`config.mk`:
```
export PLATFORM = sky130hd
export DESIGN_NAME = bank_word_serializer
export DESIGN_NICKNAME = d
export VERILOG_FILES = /design/src/rtl/bank_word_serializer.sv
export SDC_FILE = /design/constraint.sdc
export NUM_CORES = 1
export LEC_CHECK = 0
export BUFFER_PORTS_ARGS = -buffer_cell sky130_fd_sc_hd__buf_2
export CAP_MARGIN = 20
export CELL_PAD_IN_SITES_DETAIL_PLACEMENT = 1
export CELL_PAD_IN_SITES_GLOBAL_PLACEMENT = 1
export CORE_MARGIN = 3
export CORE_UTILIZATION = 37
export DETAILED_ROUTE_END_ITERATION = 7
export PLACE_DENSITY = 0.89
export RECOVER_POWER = 25
export SLEW_MARGIN = 20
export SYNTH_ARGS = -nofsm -noshare
export SYNTH_HDL_FRONTEND = slang
export SYNTH_SLANG_ARGS = --single-unit
```
`constraint.sdc`:
```
create_clock -name clk -period 2.29 [get_ports clk]
set_input_delay 0.458 -clock clk [delete_from_list [all_inputs] [get_ports clk]]
set_output_delay 0.458 -clock clk [all_outputs]
set_load 0.1 [all_outputs]
```
`src/rtl/bank_word_serializer.sv`:
```
// Fetches a run of 32-bit words from a bank over req/ack and steps the byte select
// through each word under valid/ready. Optional macro: BANK_SERIALIZER_MSB_FIRST_EN.
`timescale 1ns/1ps

module bank_word_serializer #(
   parameter int unsigned ADDR_W = 8
) (
   input  logic              clk,
   input  logic              rst_n,
   input  logic              start,
   input  logic              abort,
   input  logic [ADDR_W-1:0] base_addr,
   input  logic [ADDR_W-1:0] word_count,
   output logic              mem_req,
   output logic [ADDR_W-1:0] mem_addr,
   input  logic              mem_ack,
   input  logic [31:0]       mem_rdata,
   output logic [31:0]       word_o,
   output logic [1:0]        sel_o,
   output logic              byte_valid,
   input  logic              byte_ready,
   output logic              busy,
   output logic              done
);

   localparam int unsigned DATA_W = 32;
   localparam int unsigned SEL_W  = 2;

`ifdef BANK_SERIALIZER_MSB_FIRST_EN
   localparam logic [SEL_W-1:0] SEL_FIRST = SEL_W'(3);
   localparam logic [SEL_W-1:0] SEL_LAST  = SEL_W'(0);
`else
   localparam logic [SEL_W-1:0] SEL_FIRST = SEL_W'(0);
   localparam logic [SEL_W-1:0] SEL_LAST  = SEL_W'(3);
`endif

   typedef enum logic [1:0] {
      S_IDLE  = 2'd0,
      S_FETCH = 2'd1,
      S_SHIFT = 2'd2,
      S_DONE  = 2'd3
   } state_t;

   state_t              r_state;
   state_t              w_state_nxt;

   logic                r_mem_req;
   logic [ADDR_W-1:0]   r_addr;
   logic [ADDR_W-1:0]   r_remaining;
   logic [DATA_W-1:0]   r_word;
   logic [SEL_W-1:0]    r_sel;
   logic                r_byte_valid;
   logic                r_busy;
   logic                r_done;

   logic                w_handshake;
   logic                w_last_byte;
   logic                w_load_cfg;
   logic                w_load_word;
   logic                w_step_sel;
   logic                w_word_end;
   logic                w_next_addr;
   logic                w_mem_req_nxt;
   logic                w_byte_valid_nxt;
   logic                w_busy_nxt;
   logic                w_done_nxt;

   assign w_handshake = r_byte_valid & byte_ready;
   assign w_last_byte = (r_sel == SEL_LAST);

   // State register
   always_ff @(posedge clk or negedge rst_n) begin
      if (!rst_n) begin
         r_state <= S_IDLE;
      end else begin
         r_state <= w_state_nxt;
      end
   end

   // Next-state logic; abort overrides start, ack and handshake
   always_comb begin
      w_state_nxt = r_state;
      case (r_state)
         S_IDLE: begin
            if (start && !abort) begin
               w_state_nxt = (word_count == '0) ? S_DONE : S_FETCH;
            end
         end
         S_FETCH: begin
            if (abort) begin
               w_state_nxt = S_IDLE;
            end else if (mem_ack) begin
               w_state_nxt = S_SHIFT;
            end
         end
         S_SHIFT: begin
            if (abort) begin
               w_state_nxt = S_IDLE;
            end else if (w_handshake && w_last_byte) begin
               w_state_nxt = (r_remaining == ADDR_W'(1)) ? S_DONE : S_FETCH;
            end
         end
         S_DONE: begin
            w_state_nxt = S_IDLE;
         end
         default: begin
            w_state_nxt = S_IDLE;
         end
      endcase
   end

   // Output/datapath strobes and next values of the registered outputs
   always_comb begin
      w_load_cfg       = 1'b0;
      w_load_word      = 1'b0;
      w_step_sel       = 1'b0;
      w_word_end       = 1'b0;
      w_next_addr      = 1'b0;
      w_mem_req_nxt    = (w_state_nxt == S_FETCH);
      w_byte_valid_nxt = (w_state_nxt == S_SHIFT);
      w_busy_nxt       = (w_state_nxt != S_IDLE);
      w_done_nxt       = (w_state_nxt == S_DONE);
      case (r_state)
         S_IDLE:  w_load_cfg  = start && !abort && (word_count != '0);
         S_FETCH: w_load_word = mem_ack && !abort;
         S_SHIFT: begin
            w_step_sel  = w_handshake && !abort && !w_last_byte;
            w_word_end  = w_handshake && !abort && w_last_byte;
            w_next_addr = w_word_end && (r_remaining != ADDR_W'(1));
         end
         default: ;
      endcase
   end

   // Registered outputs and datapath
   always_ff @(posedge clk or negedge rst_n) begin
      if (!rst_n) begin
         r_mem_req    <= 1'b0;
         r_addr       <= '0;
         r_remaining  <= '0;
         r_word       <= '0;
         r_sel        <= '0;
         r_byte_valid <= 1'b0;
         r_busy       <= 1'b0;
         r_done       <= 1'b0;
      end else begin
         r_mem_req    <= w_mem_req_nxt;
         r_byte_valid <= w_byte_valid_nxt;
         r_busy       <= w_busy_nxt;
         r_done       <= w_done_nxt;
         if (w_load_cfg) begin
            r_addr      <= base_addr;
            r_remaining <= word_count;
         end
         if (w_word_end) begin
            r_remaining <= r_remaining - ADDR_W'(1);
         end
         if (w_next_addr) begin
            r_addr <= r_addr + ADDR_W'(1);
         end
         if (w_load_word) begin
            r_word <= mem_rdata;
            r_sel  <= SEL_FIRST;
         end
`ifdef BANK_SERIALIZER_MSB_FIRST_EN
         if (w_step_sel) begin
            r_sel <= r_sel - SEL_W'(1);
         end
`else
         if (w_step_sel) begin
            r_sel <= r_sel + SEL_W'(1);
         end
`endif
      end
   end

   assign mem_req    = r_mem_req;
   assign mem_addr   = r_addr;
   assign word_o     = r_word;
   assign sel_o      = r_sel;
   assign byte_valid = r_byte_valid;
   assign busy       = r_busy;
   assign done       = r_done;

endmodule

```
==> results.yml <==
sta:
  maxSlewViolCount: 0
  fin_worst_skew_ns: 0.00799
  fin_crit_sh_pct: 82.5
  rsz0062_at_grt: "no"
  tightest_slew_ns: 1.33
  period_minus_slack_ns: 1.89
  setup_viol: 0
  finalSetupTns_ns: 0
  relSlewSlack_pct: 11.4
  fmax_ghz: 0.529
  finalHoldViolCount: 0
cts:
  cts_root_buffer: "clkbuf_8"
  post_cts_resized: 0
  htree_levels: 2
  cts.sinks: 56
  post_cts_buffers: 0
  worstSkewPairLatency_ns: 0.31
  cts_tree: "yes"
  clockBufferDepth: 2
  numCtsBuffers: 5
  postCtsHoldBufs: 0
  clk_pin_slew_ns: 0.11
yosys:
  synth_top_family_by_area: "simple AND/OR/NAND/NOR gates"
  synthCells: 215
  ys_ff_latch: 56
  synth_compound_area_share_pct: 12.0
  netlist_area_um2: 2610
  ys_seq_area_share_pct: 53.7
  synth-edff-count: 0
  synth_adder_area_share_pct: 1.92
  yosys.area_share.xor_xnor_pct: 0
  synthMuxAreaShare_pct: 14.2
  ys_warn_count: 0
  synth-async-reset-ratio_pct: 100
  avgSynthCellArea_um2: 12.1
  synth_ff_type: "dfrtp_1"
  syn_nets: 273
  synthSimpleGateAreaFrac_pct: 15.2
  yosysUniqueCellTypes: 48
setup_path:
  startpoint_type: "flip-flop"
  cp_max_fo: 12
  crit_arrival_ns: 2.10
  cp-end-kind: "flip-flop"
  required_ns: 2.50
  path_class: "flip-flop to flip-flop"
floorplanning:
  top_level_ports: 100
  die_y_um: 90.0
  core_um2: 6600
  die_area_um2: 8100
  initial_core_util_pct: 39.5
  dieWidth_um: 90.0
  rows: 29
layout:
  drive_gt1_share_pct: 50.0
  layout_commonest_cell: "buf_2"
  nets: 375
  layout_common_cells: "buf_2 (98), dfrtp_1 (56), mux2_2 (33), nor2_1 (22), nand2_1 (14)"
  final_util_pct: 50.4
  syn2layout_area_growth_pct: 27.5
  antenna_cells: 0
hold_path:
  hp-class: "primary input to async pin"
drt:
  avgRoutedWirePerCell_um: 16.5
  drt_iter0_drc: 82
  ant_nets: 0
  vias_per_cell: 5.03
  wl_um: 6780
  remaining_drc_errors: 0
  vias: 2068
  drtPass1Iterations: 4
power:
  vdd_drop_max_mv: 1.00
  total_leakage_power_nw: 1.58
  pwr_density_cell_nw_per_um2: 1370
place:
  dp_hpwl_um: 5260
  gp_congestion: 0.837
  portBuffers: 99
grt:
  gr-total-overflow: 0
  grt_pass1_vias: 2235
  grt_max_degree: 35
  grt_util_all_layers_pct: 17.0
  antenna_found_initial: 0
  grt_pass1_wl_um: 11300
run_status:
  status: "finished, final reports clean"
run:
  drv_cap: 0
## worst max-delay path, cell delays in order (launching register included)
cell      delay, ns
dfrtp_1        0.49
nor3b_2        0.38
nand2_2        0.28
nor2_2         0.29
a211oi_1       0.11
a211oi_1       0.25
## final cells by class
cell class / instances / area (um2)
tap: 93 / 116
fill: 750 / 3270
sequential: 56 / 1400
clock buffer: 6 / 72.6
timing repair buffer: 102 / 522
clock inverter: 2 / 38.8
inverter: 8 / 30.0
multi-input combinational: 144 / 1150
## path summary, 6_finish.rpt
path / startpoint / endpoint / slack (ns) / depth (start not counted)
setup / recovery: r_state[1] / mem_addr[5] / 0.40 / 5
hold / removal: rst_n / sel_o[0] / 0.15 / 1
setup reg to reg: r_state[1] / mem_addr[5] / 0.40 / 5
hold reg to reg: word_o[5] / word_o[5] / 0.51 / 1
max in group asynchronous: rst_n / word_o[19] / 0.49 / 2
min in group clk: mem_rdata[28] / word_o[28] / 0.37 / 2
## cells in the mapped netlist, types with 2 or more instances
master	instances	share of area [%]
o21ai_0	3	0.57
mux2_2	33	14
nand3_1	7	1.3
nor4_2	2	0.96
nor2_1	22	3.2
dfrtp_1	56	54
buf_4	2	0.57
buf_2	4	0.77
nand2_1	14	2.0
o21ai_1	2	0.38
a311oi_2	2	1.2
o22ai_1	2	0.48
ha_1	4	1.9
nor3_1	4	0.77
and3_1	3	0.72
a211oi_1	5	1.4
a311oi_1	2	0.67
nand2_2	2	0.48
a21oi_1	9	1.7
inv_1	8	1.2
nand3_2	2	0.77
## sequential cells by signal, summed over array words and instances (netlist names)
register,cells
busy,1
byte_valid,1
done,1
mem_addr,8
mem_req,1
r_remaining,8
r_state,2
sel_o,2
word_o,32
## where the power goes
group | internal [W] | switching (W) | total, W | leakage, nW
registers | 0.00125 | 0.000182 | 0.00143 | 0.676
clock network | 0.000331 | 0.000331 | 0.000662 | 0.0558
logic | 0.000426 | 0.00205 | 0.00248 | 0.847
## cells by family (layout without fill, tap and decap cells)
logic type	count (synthesis)	count (layout)
and+or+nand+nor	68	68
DFF	56	56
AOI/OAI and AO/OA	39	39
muxes	33	33
buffers and inverters	15	118
adders and majority gates	4	4
## per-layer routing
layer	part of all wire [%]	track usage, %
met1	44	21.2
met2	50	29.0
met3	4.9	4.09
met4	1.6	5.10
met5	0	0
## metrics by stage
step | hold WS (ns) | instance area [um2] | instances | setup slack, ns | power (W)
finish | 0.150 | 3330 | 411 | 0.401 | 0.00457
global route | 0.192 | 3330 | 411 | 0.159 | 0.00476
CTS | 0.0247 | 3340 | 411 | 0.384 | 0.00461
detailed placement | 0.364 | 3230 | 403 | 0.318 | 0.00394
global placement | 0.357 | 3230 | 403 | 0.408 | 0.00389
floorplan | 0.162 | 2610 | 215 | 0.0914 | 0.00349
Note: power is estimated with default switching activity, not from simulation.
